File: src/rtl/control_unit.sv
// Hardwired control sequencer for a 32-bit single-bus CPU.
// It steps through fetch (T0-T2) and up to five execute steps, and decodes every control line from the current step.
module control_unit (
  input  logic        Clock,
  input  logic        Reset,
  input  logic [31:0] IR,
  input  logic        CON,
  input  logic        Stop,
  output logic        PCin,
  output logic        IRin,
  output logic        MARin,
  output logic        MDRin,
  output logic        Yin,
  output logic        Zin,
  output logic        CONin,
  output logic        Rin,
  output logic        PCout,
  output logic        MDRout,
  output logic        ZLOout,
  output logic        HIout,
  output logic        LOout,
  output logic        INPORTout,
  output logic        Cout,
  output logic        Rout,
  output logic        BAout,
  output logic        Gra,
  output logic        Grb,
  output logic        Grc,
  output logic        IncPC,
  output logic        Read,
  output logic        Write,
  output logic        Run,
  output logic [4:0]  Aluop
);

  typedef enum logic [3:0] {
    S_RESET, S_HALT, S_T0, S_T1, S_T2, S_T3, S_T4, S_T5, S_T6, S_T7
  } state_t;

  typedef enum logic [3:0] {
    I_NONE, I_ALU, I_ADDI, I_LDI, I_LD, I_ST, I_BR,
    I_JR, I_IN, I_MFHI, I_MFLO, I_HALT
  } instr_t;

  localparam logic [4:0] ALU_ADD = 5'b00011;

  state_t     state;
  instr_t     instr;
  instr_t     instr_dec;
  logic [4:0] op_q;
  state_t     finish_state;

  logic unused_ir;
  assign unused_ir = ^IR[26:0];

  // Map the opcode onto an execute sequence; undefined opcodes behave like nop.
  always_comb begin
    // NOTE: default first so every path assigns the variable; otherwise a latch is inferred.
    instr_dec = I_NONE;
    case (IR[31:27])
      5'b00011, 5'b00100, 5'b00101, 5'b00110: instr_dec = I_ALU;
      5'b01100: instr_dec = I_ADDI;
      5'b00001: instr_dec = I_LDI;
      5'b00000: instr_dec = I_LD;
      5'b00010: instr_dec = I_ST;
      5'b10011: instr_dec = I_BR;
      5'b10100: instr_dec = I_JR;
      5'b10110: instr_dec = I_IN;
      5'b11000: instr_dec = I_MFHI;
      5'b11001: instr_dec = I_MFLO;
      5'b11011: instr_dec = I_HALT;
      default:  instr_dec = I_NONE;
    endcase
  end

  // Stop is honoured only on the edge that ends an instruction.
  assign finish_state = Stop ? S_HALT : S_T0;

  always_ff @(posedge Clock or posedge Reset) begin
    if (Reset) begin
      // NOTE: non-blocking assignments for all state so every register samples pre-edge values.
      state <= S_RESET;
      instr <= I_NONE;
      op_q  <= 5'b00000;
    end else begin
      case (state)
        S_RESET: state <= S_T0;
        S_HALT:  state <= S_HALT;
        S_T0:    state <= S_T1;
        S_T1:    state <= S_T2;
        S_T2: begin
          instr <= instr_dec;
          op_q  <= IR[31:27];
          case (instr_dec)
            I_HALT:  state <= S_HALT;
            I_NONE:  state <= finish_state;
            default: state <= S_T3;
          endcase
        end
        S_T3: begin
          if (instr inside {I_JR, I_IN, I_MFHI, I_MFLO}) state <= finish_state;
          else                                           state <= S_T4;
        end
        S_T4: state <= S_T5;
        S_T5: begin
          if (instr inside {I_ALU, I_ADDI, I_LDI}) state <= finish_state;
          else                                     state <= S_T6;
        end
        S_T6: begin
          if (instr == I_BR) state <= finish_state;
          else               state <= S_T7;
        end
        S_T7:    state <= finish_state;
        default: state <= S_RESET;
      endcase
    end
  end

  always_comb begin
    {PCin, IRin, MARin, MDRin, Yin, Zin, CONin, Rin} = '0;
    {PCout, MDRout, ZLOout, HIout, LOout, INPORTout, Cout, Rout, BAout} = '0;
    {Gra, Grb, Grc, IncPC, Read, Write} = '0;
    Aluop = 5'b00000;
    Run   = (state != S_RESET) && (state != S_HALT);
    case (state)
      S_T0: {PCout, MARin, IncPC, Zin} = '1;
      S_T1: {ZLOout, PCin, Read, MDRin} = '1;
      S_T2: {MDRout, IRin} = '1;
      S_T3: begin
        case (instr)
          I_ALU, I_ADDI:       {Grb, Rout, Yin} = '1;
          I_LDI, I_LD, I_ST:   {Grb, BAout, Yin} = '1;
          I_BR:                {Gra, Rout, CONin} = '1;
          I_JR:                {Gra, Rout, PCin} = '1;
          I_IN:                {INPORTout, Gra, Rin} = '1;
          I_MFHI:              {HIout, Gra, Rin} = '1;
          I_MFLO:              {LOout, Gra, Rin} = '1;
          default: ;
        endcase
      end
      S_T4: begin
        case (instr)
          I_ALU: begin
            {Grc, Rout, Zin} = '1;
            Aluop = op_q;
          end
          I_ADDI, I_LDI, I_LD, I_ST: begin
            {Cout, Zin} = '1;
            Aluop = ALU_ADD;
          end
          I_BR:    {PCout, Yin} = '1;
          default: ;
        endcase
      end
      S_T5: begin
        case (instr)
          I_ALU, I_ADDI, I_LDI: {ZLOout, Gra, Rin} = '1;
          I_LD, I_ST:           {ZLOout, MARin} = '1;
          I_BR: begin
            {Cout, Zin} = '1;
            Aluop = ALU_ADD;
          end
          default: ;
        endcase
      end
      S_T6: begin
        case (instr)
          I_LD:    {Read, MDRin} = '1;
          I_ST:    {Gra, Rout, MDRin} = '1;
          I_BR:    {ZLOout, PCin} = {CON, CON};
          default: ;
        endcase
      end
      S_T7: begin
        case (instr)
          I_LD:    {MDRout, Gra, Rin} = '1;
          I_ST:    Write = 1'b1;
          default: ;
        endcase
      end
      default: ;
    endcase
  end

endmodule

File: config.mk
export PLATFORM = sky130hd
export DESIGN_NAME = control_unit
export DESIGN_NICKNAME = d
export VERILOG_FILES = /design/src/rtl/control_unit.sv
export SDC_FILE = /design/constraint.sdc
export NUM_CORES = 1
export LEC_CHECK = 0
export ABC_AREA = 1
export BUFFER_PORTS_ARGS = -buffer_cell sky130_fd_sc_hd__buf_2
export CAP_MARGIN = 40
export CORE_AREA = 2 2 76 42
export CTS_BUF_LIST = sky130_fd_sc_hd__clkbuf_8
export DETAILED_ROUTE_END_ITERATION = 16
export DIE_AREA = 0 0 78 44
export HOLD_SLACK_MARGIN = 0.06
export PLACE_DENSITY_LB_ADDON = 0.25
export SLEW_MARGIN = 20
export SYNTH_ARGS = -nofsm -noshare
export SYNTH_HDL_FRONTEND = slang
export SYNTH_SLANG_ARGS = --single-unit
export TNS_END_PERCENT = 30
File: constraint.sdc
create_clock -name Clock -period 1.6 [get_ports Clock]
set_input_delay 0.24 -clock Clock [delete_from_list [all_inputs] [get_ports Clock]]
set_output_delay 0.24 -clock Clock [all_outputs]
set_load 0.01 [all_outputs]
# After elaboration in Yosys (flattened, before gate mapping)
# Memories as Yosys holds them, arrays and structs flattened.
# Index checks and enable logic that the tools add are counted.
dict set report classes {
  eq_ne 21
  mux 49
  reduce_logical 14
}
# op count
set op_table {}
lappend op_table {{4-bit one-hot mux with 10 select lines} 1}
lappend op_table {{4-bit by 3-bit == test with 1-bit output, second input constant} 8}
lappend op_table {{1-bit 2-to-1 mux} 27}
lappend op_table {{4-bit == test, second input constant} 6}
lappend op_table {{5-bit one-hot mux with 2 select lines} 2}
lappend op_table {{4-bit by 2-bit == test with 1-bit output, second input constant} 4}
lappend op_table {{1-bit one-hot mux with 3 select lines} 5}
lappend op_table {{1-bit one-hot mux with 2 select lines} 7}
lappend op_table {{5-bit OR reduction} 2}
lappend op_table {{3-bit OR reduction} 3}
lappend op_table {{4-bit by 1-bit == test with 1-bit output, second input constant} 2}
lappend op_table {{4-bit zero test} 2}
lappend op_table {{4-bit 2-to-1 mux} 2}
lappend op_table {{4-bit nonzero test} 2}
lappend op_table {{4-bit OR reduction} 2}
lappend op_table {{3-bit one-hot mux with 2 select lines} 1}
lappend op_table {{2-bit 2-to-1 mux} 2}
lappend op_table {{4-bit by 1-bit != test with 1-bit output, second input constant} 1}
lappend op_table {{1-bit one-hot mux with 4 select lines} 1}
lappend op_table {{3-bit 2-to-1 mux} 1}
lappend op_table {{3-bit nonzero test} 1}
lappend op_table {{2-bit OR reduction} 1}
lappend op_table {{1-bit logical AND} 1}
dict set report word_totals {
  regBits 13
  mem_bits_ro 128
  input_bits 36
  output_inout_bits 29
  word_cells 88
  mem_count 1
}
# memory words word_bits rd rd_ports_with_merged_regs wr line_no
set mem_list {}
lappend mem_list {{(name not given)} 32 4 1 0 0 60} ;# case (IR[31:27])

# Depth between registers and ports, before layout
# Gate-level depths: netlist of the first run.
dict set report depth {
  word_depth 4
  depth_mapped 11
}

# Least setup slack after synthesis of the first run
# No wires, ideal clock.
dict set report synth_timing {
  path_kind {reg2out}
  start {register state[0]}
  end {output Zin}
  arrival_ns 1.223
  required_time_ns 1.360
  setup_slack_ns 0.137
  path_stages_with_launch 7
  n_path_buf 1
  path_cell_list {dfrtp_1 -> clkbuf_8 -> nor3_4 -> inv_1 -> nor2_1 -> inv_1 -> o211ai_1}
}
dict set report synth_between {
  elab_chain_len 2
}
# item line_no
set synth_lines {}
lappend synth_lines {{from (decl)} 47} ;# state_t state;
lappend synth_lines {{from (signal assigned)} 96} ;# I_NONE: state <= finish_state;
lappend synth_lines {{from (signal assigned)} 101} ;# if (instr inside {I_JR, I_IN, I_MFHI, I_MFLO}) state <= finish_state;
lappend synth_lines {{from (signal assigned)} 106} ;# if (instr inside {I_ALU, I_ADDI, I_LDI}) state <= finish_state;
lappend synth_lines {{4-bit by 3-bit == test with 1-bit output / 4-bit by 2-bit == test with 1-bit output (equally long branches)} 125} ;# case (state)
lappend synth_lines {{1-bit one-hot mux with 3 select lines *} 125}
lappend synth_lines {{to (decl)} 14} ;# output logic Zin,
# Mark *: on every way between the ends. The rest lies on a longest branch, timed or not.

# Final worst setup path of the first run
dict set report layout_timing {
  start {register state[3]}
  end {output LOout}
}
dict set report layout_between {
  elab_chain_len 2
}
# item line_no
set layout_lines {}
lappend layout_lines {{4-bit by 3-bit == test with 1-bit output} 125}
lappend layout_lines {{1-bit 2-to-1 mux} 125}
lappend layout_lines {{to (decl)} 21} ;# output logic LOout,
# Every way passes these cells.

==> results.md, run 1 <==
Cells and area:
- The repair_antennas step left the layout with diodes totalling 0.
- The library cell used most frequently in the layout, excluding fill and tap cells, is sky130_fd_sc_hd__nand2_1.
- Relative to the synthesized area, the layout overhead comes to 41.70%.
- The post-layout net count is 306.
- The utilization after layout is 0.6250.
- The fraction of final layout cells with drive strength greater than 1 is 0.3674.
- The library cells used most frequently in the layout, excluding fill and tap cells, are sky130_fd_sc_hd__nand2_1, sky130_fd_sc_hd__buf_2, sky130_fd_sc_hd__inv_1, sky130_fd_sc_hd__nor2_1, sky130_fd_sc_hd__nand3_1.

Die:
- The die outline area is 0.003432 mm².
- The I/O pin count is 65.
- In this run the vertical extent of the chip is 44 µm.
- The initial standard-cell utilization of the core is 0.4411.
- The horizontal extent of the die is 78 µm.
- After floorplanning, the core was divided into 14 placement rows.
- After floorplanning, the core was sized to cover 0.002803 mm².

Clocking:
- The later pin in the worst-skew pair is clocked with a latency of 250 ps.
- The post-CTS clock slew at the launch and capture registers of the worst setup and hold paths is 60 ps.
- The buffer cell driving the clock tree root is sky130_fd_sc_hd__clkbuf_8.
- CTS built an H-tree with a depth of 1.
- The number of buffers inserted during clock tree synthesis is 3.
- The maximum root-to-sink buffer count is 2.
- The TritonCTS clock tree is built.
- The tree built by TritonCTS fans out to 13 sinks.

Place:
- The total of buffers placed on input and output ports is 37.
- Prior to clock tree synthesis, the placed netlist has a worst setup slack of -1.896 ps.
- Detailed placement ended at an HPWL of 2831 µm.
- Routability-driven placement finished with a final weighted congestion of 0.9697.

Worst setup path:
- The sort of element at the start of the critical path is a register.
- The signal on the critical path passes through inv_2 > nand2_2 > nor3_2 > buf_4 > nand2_4 > nor2_1 > buf_2.
- STA classifies the critical path endpoint as an output port.
- On the critical path, the stage with the largest delay is an instance of sky130_fd_sc_hd__dfrtp_2.
- The kind of cell with the highest combined delay on the critical path is simple AND/OR/NAND/NOR gates.
- The maximum fanout along the worst path is 5.
- On the worst path, the slowest cell contributes a delay of 430 ps.
- The number of buffers and inverters on the critical path is 3.
- The endpoint arrival time on the critical path is 1540 ps.
- The critical path class is register to output port.
- The required time of the critical path is 1360 ps.

STA:
- Setup repair after global routing could not meet its margin everywhere.
- The setup slack after layout is -179.3 ps.
- The pin slew with the least headroom to its limit is 491.4 ps.
- The final number of max-transition violations was 0.
- The final-report hold violation count is 0.
- The count of final setup violators is 25.
- Subtracting the final worst setup slack from the clock period gives 1779 ps.
- The relative max-transition margin is 0.6721.
- The post-route clock skew is 8.800 ps.
- Of the available clock period, the critical path in the final layout requires 1.112.
- Based on the critical path, the design can be clocked at up to 562.0 MHz.
- The minimum hold slack is 355.1 ps.

Drt:
- Before antenna repair, the detailed router went through 4 iterations.
- In the routed design, unresolved DRC markers number 0.
- The routed design uses 1372 µm of met2 wire.
- The highest layer touched by signal routing is met3.
- After the first detailed-routing iteration, the DRC count stood at 116.
- In the final routed layout, each cell accounts on average for 12.04 µm.
- The count of nets left with antenna violations once routing finished came out at 0.
- The wire length on met1 is 1989 µm.
- The met3 wire length is 298 µm.
- Dividing the detail-routed via count by the number of cells gives 4.809.
- The total number of vias is 1,462.
- The final wirelength is 3659 µm.

Synth:
- Yosys mapped the design onto 24 distinct sky130hd cell types.
- The cell count after synthesis is 209.
- The area of the mapped netlist is 0.001236 mm².
- The share of the Yosys chip area taken by registers is 0.2632.
- Of all flip-flops after synthesis, the portion carrying an async set or reset was 1.000.
- The number of synthesized flops with an enable pin is 0.
- The flip-flop and latch count after synthesis is 13.
- The total of warnings raised by yosys is 0.
- The net count after synthesis is 250.
- The synthesized area per cell is 5.915 µm².
- The most used flip-flop cell after synthesis is sky130_fd_sc_hd__dfrtp_1.

Status:
- The run finished, with violations left.
- The checks that failed: setup timing.

Flow run:
- The number of violations of the max-capacitance limit is 0.

Global route:
- The remaining global-route overflow is 0.
- The aggregate global-route resource usage is 0.2173.
- The first-pass GRT wire length is 5706 µm.
- The pin count of the biggest net entering global routing is 14.
- The number of global-route vias before repair was 1,186.
- The initial antenna violation count is 0.

Power:
- Across the VDD grid, the largest voltage drop is 890.2 µV.
- Power spread over the standard cell area amounts to 1533 mW/mm².
- The analysis attributes to cell leakage a power of 1.025 nW.
- Total power for the finished layout comes to 2.685 mW.

Hold path:
- The path class of the tightest hold or removal check is input port to register.
sequential cells by signal, summed over array words and instances (netlist names):
register	cells
op_q	5
instr	4
state	4
repair_timing:
| item | CTS | global route |
|---|---|---|
| gates resized for setup | 20 | 26 |
| pin swaps | 5 | 7 |
| setup buffers | 2 | 6 |
| hold endpoints to repair | 13 | 0 |
| hold buffers | 1 | 0 |
| gates cloned | 0 | 0 |
| endpoints found under the setup margin | 27 | 28 |
stage by stage:
| step | cells | area, µm² | TNS [ps] |
|---|---|---|---|
| after global placement | 291 | 1505 | 0 |
| after floorplan | 209 | 1236 | 0 |
| final | 304 | 1752 | -2689 |
| after detailed placement | 291 | 1505 | -1.896 |
| after global routing | 304 | 1752 | -5435 |
| after CTS | 298 | 1625 | -2506 |
kinds of logic (layout without fill, tap and decap cells):
logic type                 Yosys count  in the layout  share of synthesized area
buffers and inverters               43             98                     0.1427
AOI/OAI and AO/OA                   28             28                     0.1245
and+or+nand+nor                    120            120                     0.4190
adders and majority gates            5              5                    0.05061
DFF                                 13             13                     0.2632
cell type report:
| class | instances | area (µm²) |
|---|---|---|
| inverters | 40 | 155.1 |
| fillers | 286 | 1051 |
| clock inverters | 1 | 3.754 |
| repair buffers | 54 | 325.3 |
| well taps | 40 | 50.05 |
| clock buffers | 3 | 41.29 |
| flip-flops and latches | 13 | 329.1 |
| multi-input cells | 153 | 847.1 |
metal layers:
metal / GRT usage / vias up
li1: - / 775
met1: 0.3795 / 640
met2: 0.2603 / 47
met3: 0.04375 / 0
met4: 0.03158 / 0
met5: 0 / -
synth_stat cells (all sizes together) (2+ instances only):
cell	n	area [µm²]
a21oi	5	25.02
buf	2	12.51
dfrtp	13	325.3
ha	5	62.56
inv	40	150.1
nand2	65	249.0
nand3	20	100.1
nand4	3	18.77
nor2	28	112.6
nor3	3	31.28
o211ai	2	15.01
o21ai	18	93.84
worst paths after layout:
kind                                  endpoint  slack (ps)  depth (start not counted)            startpoint
hold / removal              state[1]$_DFF_PP0_         360                          4                  Stop
setup reg to reg            state[1]$_DFF_PP0_         140                          8  instr[2]$_DFFE_PP0P_
max in group asynchronous   state[3]$_DFF_PP0_         690                          3                 Reset
min in group asynchronous   state[1]$_DFF_PP0_         550                          3                 Reset
hold reg to reg            op_q[3]$_DFFE_PP0P_         490                          2   op_q[3]$_DFFE_PP0P_
setup / recovery                         LOout        -180                          7    state[3]$_DFF_PP0_
report_power, final:
part / switching, mW / internal [mW] / total [mW]
Clock: 0.122 / 0.169 / 0.291
Sequential: 0.156 / 0.486 / 0.643
Combinational: 1.09 / 0.665 / 1.75
Total: 1.36 / 1.32 / 2.68
worst register-to-register path, stage by stage, from the launching register on:
cell and delay [ps]:
sky130_fd_sc_hd__dfrtp_2 460, sky130_fd_sc_hd__nor2_1 340, sky130_fd_sc_hd__nand2_1 80, sky130_fd_sc_hd__nand2_1 130, sky130_fd_sc_hd__nand2_1 60, sky130_fd_sc_hd__nand2_1 50, sky130_fd_sc_hd__nand3_1 60, sky130_fd_sc_hd__nor2_1 100
sky130_fd_sc_hd__nand2_1 70
No activity file was read; power rests on OpenSTA's default activity.
==> inputs of run 2 (changes only) <==
--- a/config.mk
+++ b/config.mk
@@ -18,4 +18,4 @@
 export SYNTH_ARGS = -nofsm -noshare
 export SYNTH_HDL_FRONTEND = slang
 export SYNTH_SLANG_ARGS = --single-unit
-export TNS_END_PERCENT = 30
+export TNS_END_PERCENT = 50
==> constraint.sdc (replaced) <==
create_clock -name Clock -period 1.65 [get_ports Clock]
set_input_delay 0.2475 -clock Clock [delete_from_list [all_inputs] [get_ports Clock]]
set_output_delay 0.2475 -clock Clock [all_outputs]
set_load 0.01 [all_outputs]
==> run 2 against run 1 <==
The flow still finishes with violations (setup timing); global-route usage rose by 0.26 points; non-clock buffer count rose by 11; worst setup slack improved by 16 ps; first-iteration DRC count rose by 19%; via count rose by 7.0%; clock-buffer cell count did not move; critical path depth rose by 3; total power rose by 9.6%; critical path type unchanged; largest power group unchanged.
==> results.md, run 2 (synthesis gave the netlist of run 1 again) <==
Status:
- The flow ran to the end, but the final reports show violations.
- The final reports fail on setup timing.

Cells and area:
- The most frequent standard cell in the layout excluding fill and tap cells is sky130_fd_sc_hd__nand2_1.
- The flip-flop count of the largest register, all copies and words added is 5.
- Of the cells placed in the final design, the portion with a size suffix greater than 1 is 0.4509.
- The largest registers in the layout are op_q: 5 flops, instr: 4 flops, state: 4 flops.
- From synthesis to final layout, the design area changed by 53.14%.
- In the final design database the tool counted 317 nets.
- The most flop-heavy register is op_q.
- In the layout the commonest cells are sky130_fd_sc_hd__nand2_1, sky130_fd_sc_hd__buf_2, sky130_fd_sc_hd__inv_1, sky130_fd_sc_hd__buf_4.
- 0 antenna diodes ended up in the layout.
- The count of non-filler cells in the finished layout is 315.

STA:
- At the pin with the least slew margin, the transition time is 492.0 ps.
- The count of final setup violators is 19.
- The final-report hold violation count is 0.
- For this run, the top clock speed supported by timing is 551.4 MHz.
- For the final database, setup skew stands at 5.067 ps.
- The final number of max-transition violations is 0.
- The minimum hold slack is 364.8 ps.
- Setup repair after global routing could not meet its margin everywhere.
- The period utilization is 1.099.
- The post-layout minimum cycle time is 1814 ps.
- Summed over all failing endpoints, the final setup total negative slack is -1565 ps.
- The setup slack after layout is -163.5 ps.
- The relative max-transition margin is 0.6716.

Global route:
- The global-route track usage on met2 is 0.3086.
- The first global-routing pass estimated 5823 µm of wire.
- For met1 alone, demand over resource in global routing was 0.3462.
- The remaining global-route overflow is 0.
- The busiest layer in global routing is met1.
- The met3 routing resource usage after global routing is 0.05833.
- Entering global routing, the biggest net connects 14 pins.
- The aggregate global-route resource usage is 0.2199.
- The number of global-route vias before repair came to 1,255.
- The initial antenna violation count is 0.

Hold path:
- The hold-critical path depth is 4.
- The worst min-delay path endpoint is state[1]$_DFF_PP0_.
- The class of the worst hold path is input port to register.
- In this run the most critical hold path is launched from Stop.

Die:
- The I/O pin count is 65.
- The total core area is 0.002803 mm².
- The floorplan step set the die width to 78 µm.
- The die outline area is 0.003432 mm².
- In this run the core area contains 14 standard-cell rows.
- The initial standard-cell utilization of the core is 0.4411.
- The height of the die is 44 µm.

Place:
- The HPWL after detailed placement is 2802 µm.
- Routability-driven placement finished with a final weighted congestion of 0.9667.
- Buffers placed on the I/O ports in this run total 37.
- In this run, placement finished with an instance count of 289.

Clocking:
- After clock tree synthesis, the clock-pin slew on the worst setup and hold paths is 60 ps.
- The maximum level of the CTS H-tree is 1.
- The maximum root-to-sink buffer count is 2.
- The clock drives 13 sinks.
- The clock latency of the later-clocked register in the worst-skew pair is 250 ps.
- The tree is rooted in a sky130_fd_sc_hd__clkbuf_8.
- The TritonCTS clock tree is built.
- In this run, CTS created clock tree buffers numbering 3.

Flow run:
- Max-cap violations in this run came to 0.

Worst setup path:
- The setup slack of the worst register-to-register path is 140 ps.
- The worst register-to-register path ends at state[1]$_DFF_PP0_.
- The capturing element type of the critical path is an output port.
- STA classifies the critical path startpoint as a register.
- The critical path class is register to output port.
- In this run the critical register-to-register path is launched from instr[3]$_DFFE_PP0P_.
- Counting cells, the worst reg-to-reg path comes to 11.
- The required time of the critical path is 1400 ps.
- Of all nets on the critical path, the largest fanout is 6.
- The endpoint arrival time on the critical path is 1570 ps.

Drt:
- The first TritonRoute pass finished after 4 iterations.
- In the routed layout, each cell is associated on average with a via count of 4.968.
- The final routed DRC violation total is 0.
- The total number of vias is 1,565.
- The final antenna-violating net count is 0.
- After detailed routing, the average wire length per cell comes to 12.89 µm.
- The final wirelength is 4059 µm.
- The number of violations reported at the end of detailed-routing iteration 0 is 138.

Power:
- In this run the power density over the cells is 1554 mW/mm².
- The total leakage power is 1.063 nW.
- The worst vdd rail ir drop is 681.2 µV.
==> run 2: cell count changes in the layout (fill, tap and decap cells not counted), moves of 3 or more <==
cell / change
sky130_fd_sc_hd__inv_2: +6
sky130_fd_sc_hd__inv_1: -7
sky130_fd_sc_hd__o21ai_2: +4
sky130_fd_sc_hd__buf_4: +10
sky130_fd_sc_hd__nor2_4: +3
==> run 2: through the flow <==
| stage | utilization | setup WS, ps | area [µm²] | power [mW] |
|---|---|---|---|---|
| global placement | 0.5317 | 56.69 | 1490 | 1.920 |
| global route | 0.6754 | -251.0 | 1893 | 3.158 |
| detailed placement | 0.5317 | 50.49 | 1490 | 1.934 |
| finish | 0.6754 | -163.5 | 1893 | 2.942 |
| CTS | 0.6058 | -102.4 | 1698 | 2.488 |
| floorplan | - | 179.2 | 1236 | 1.496 |
==> run 2: worst max-delay path by stage <==
| stage | slack (ps) | cells past startpoint | start | end |
|---|---|---|---|---|
| 2_1_floorplan | 180 | 6 | state[0]$_DFF_PP0_ | Zin |
| 4_1_cts | -100 | 8 | state[3]$_DFF_PP0_ | ZLOout |
| 3_3_place_gp | 60 | 8 | state[0]$_DFF_PP0_ | Aluop[0] |
| 6_report | -160 | 10 | instr[3]$_DFFE_PP0P_ | Aluop[0] |
| 3_5_place_dp | 50 | 8 | state[0]$_DFF_PP0_ | Aluop[1] |
| 5_1_grt | -250 | 10 | instr[3]$_DFFE_PP0P_ | Aluop[0] |
==> run 2: per-layer routing <==
layer  wire length, µm  vias up
met2              1744       60
met1              1960      716
met3               345        2
met4                 7        0
li1                  -      787
met5                 0        -
==> run 2: layout make-up <==
type / instances / area [µm²]
clock buffer: 3 / 41.29
clock inverter: 1 / 3.754
fill: 252 / 909.6
inverter: 40 / 160.2
multi-input combinational: 153 / 900.9
sequential: 13 / 331.6
tap: 40 / 50.05
timing repair buffer: 65 / 405.4
==> run 2: power by group <==
group | internal [mW] | switching, mW | total, mW
clock | 0.164 | 0.117 | 0.282
combinational | 0.809 | 1.21 | 2.01
sequential | 0.476 | 0.170 | 0.646
total | 1.45 | 1.49 | 2.94
==> run 2: repair_timing <==
item	in CTS	in global routing
pin swaps	10	10
setup endpoints to repair	25	27
hold buffers	1	0
endpoints found under the hold margin	13	0
buffers inserted	8	13
gates resized for setup	32	39
==> run 2: critical path, stage by stage, from the launching register on <==
cell and delay [ps]:
sky130_fd_sc_hd__dfrtp_1 430, sky130_fd_sc_hd__inv_2 100, sky130_fd_sc_hd__nand2_4 90, sky130_fd_sc_hd__inv_2 70, sky130_fd_sc_hd__nand2_2 70, sky130_fd_sc_hd__o21ai_2 60, sky130_fd_sc_hd__inv_1 60, sky130_fd_sc_hd__o21ai_2 170
sky130_fd_sc_hd__inv_1 70, sky130_fd_sc_hd__nand2_1 60, sky130_fd_sc_hd__buf_2 120
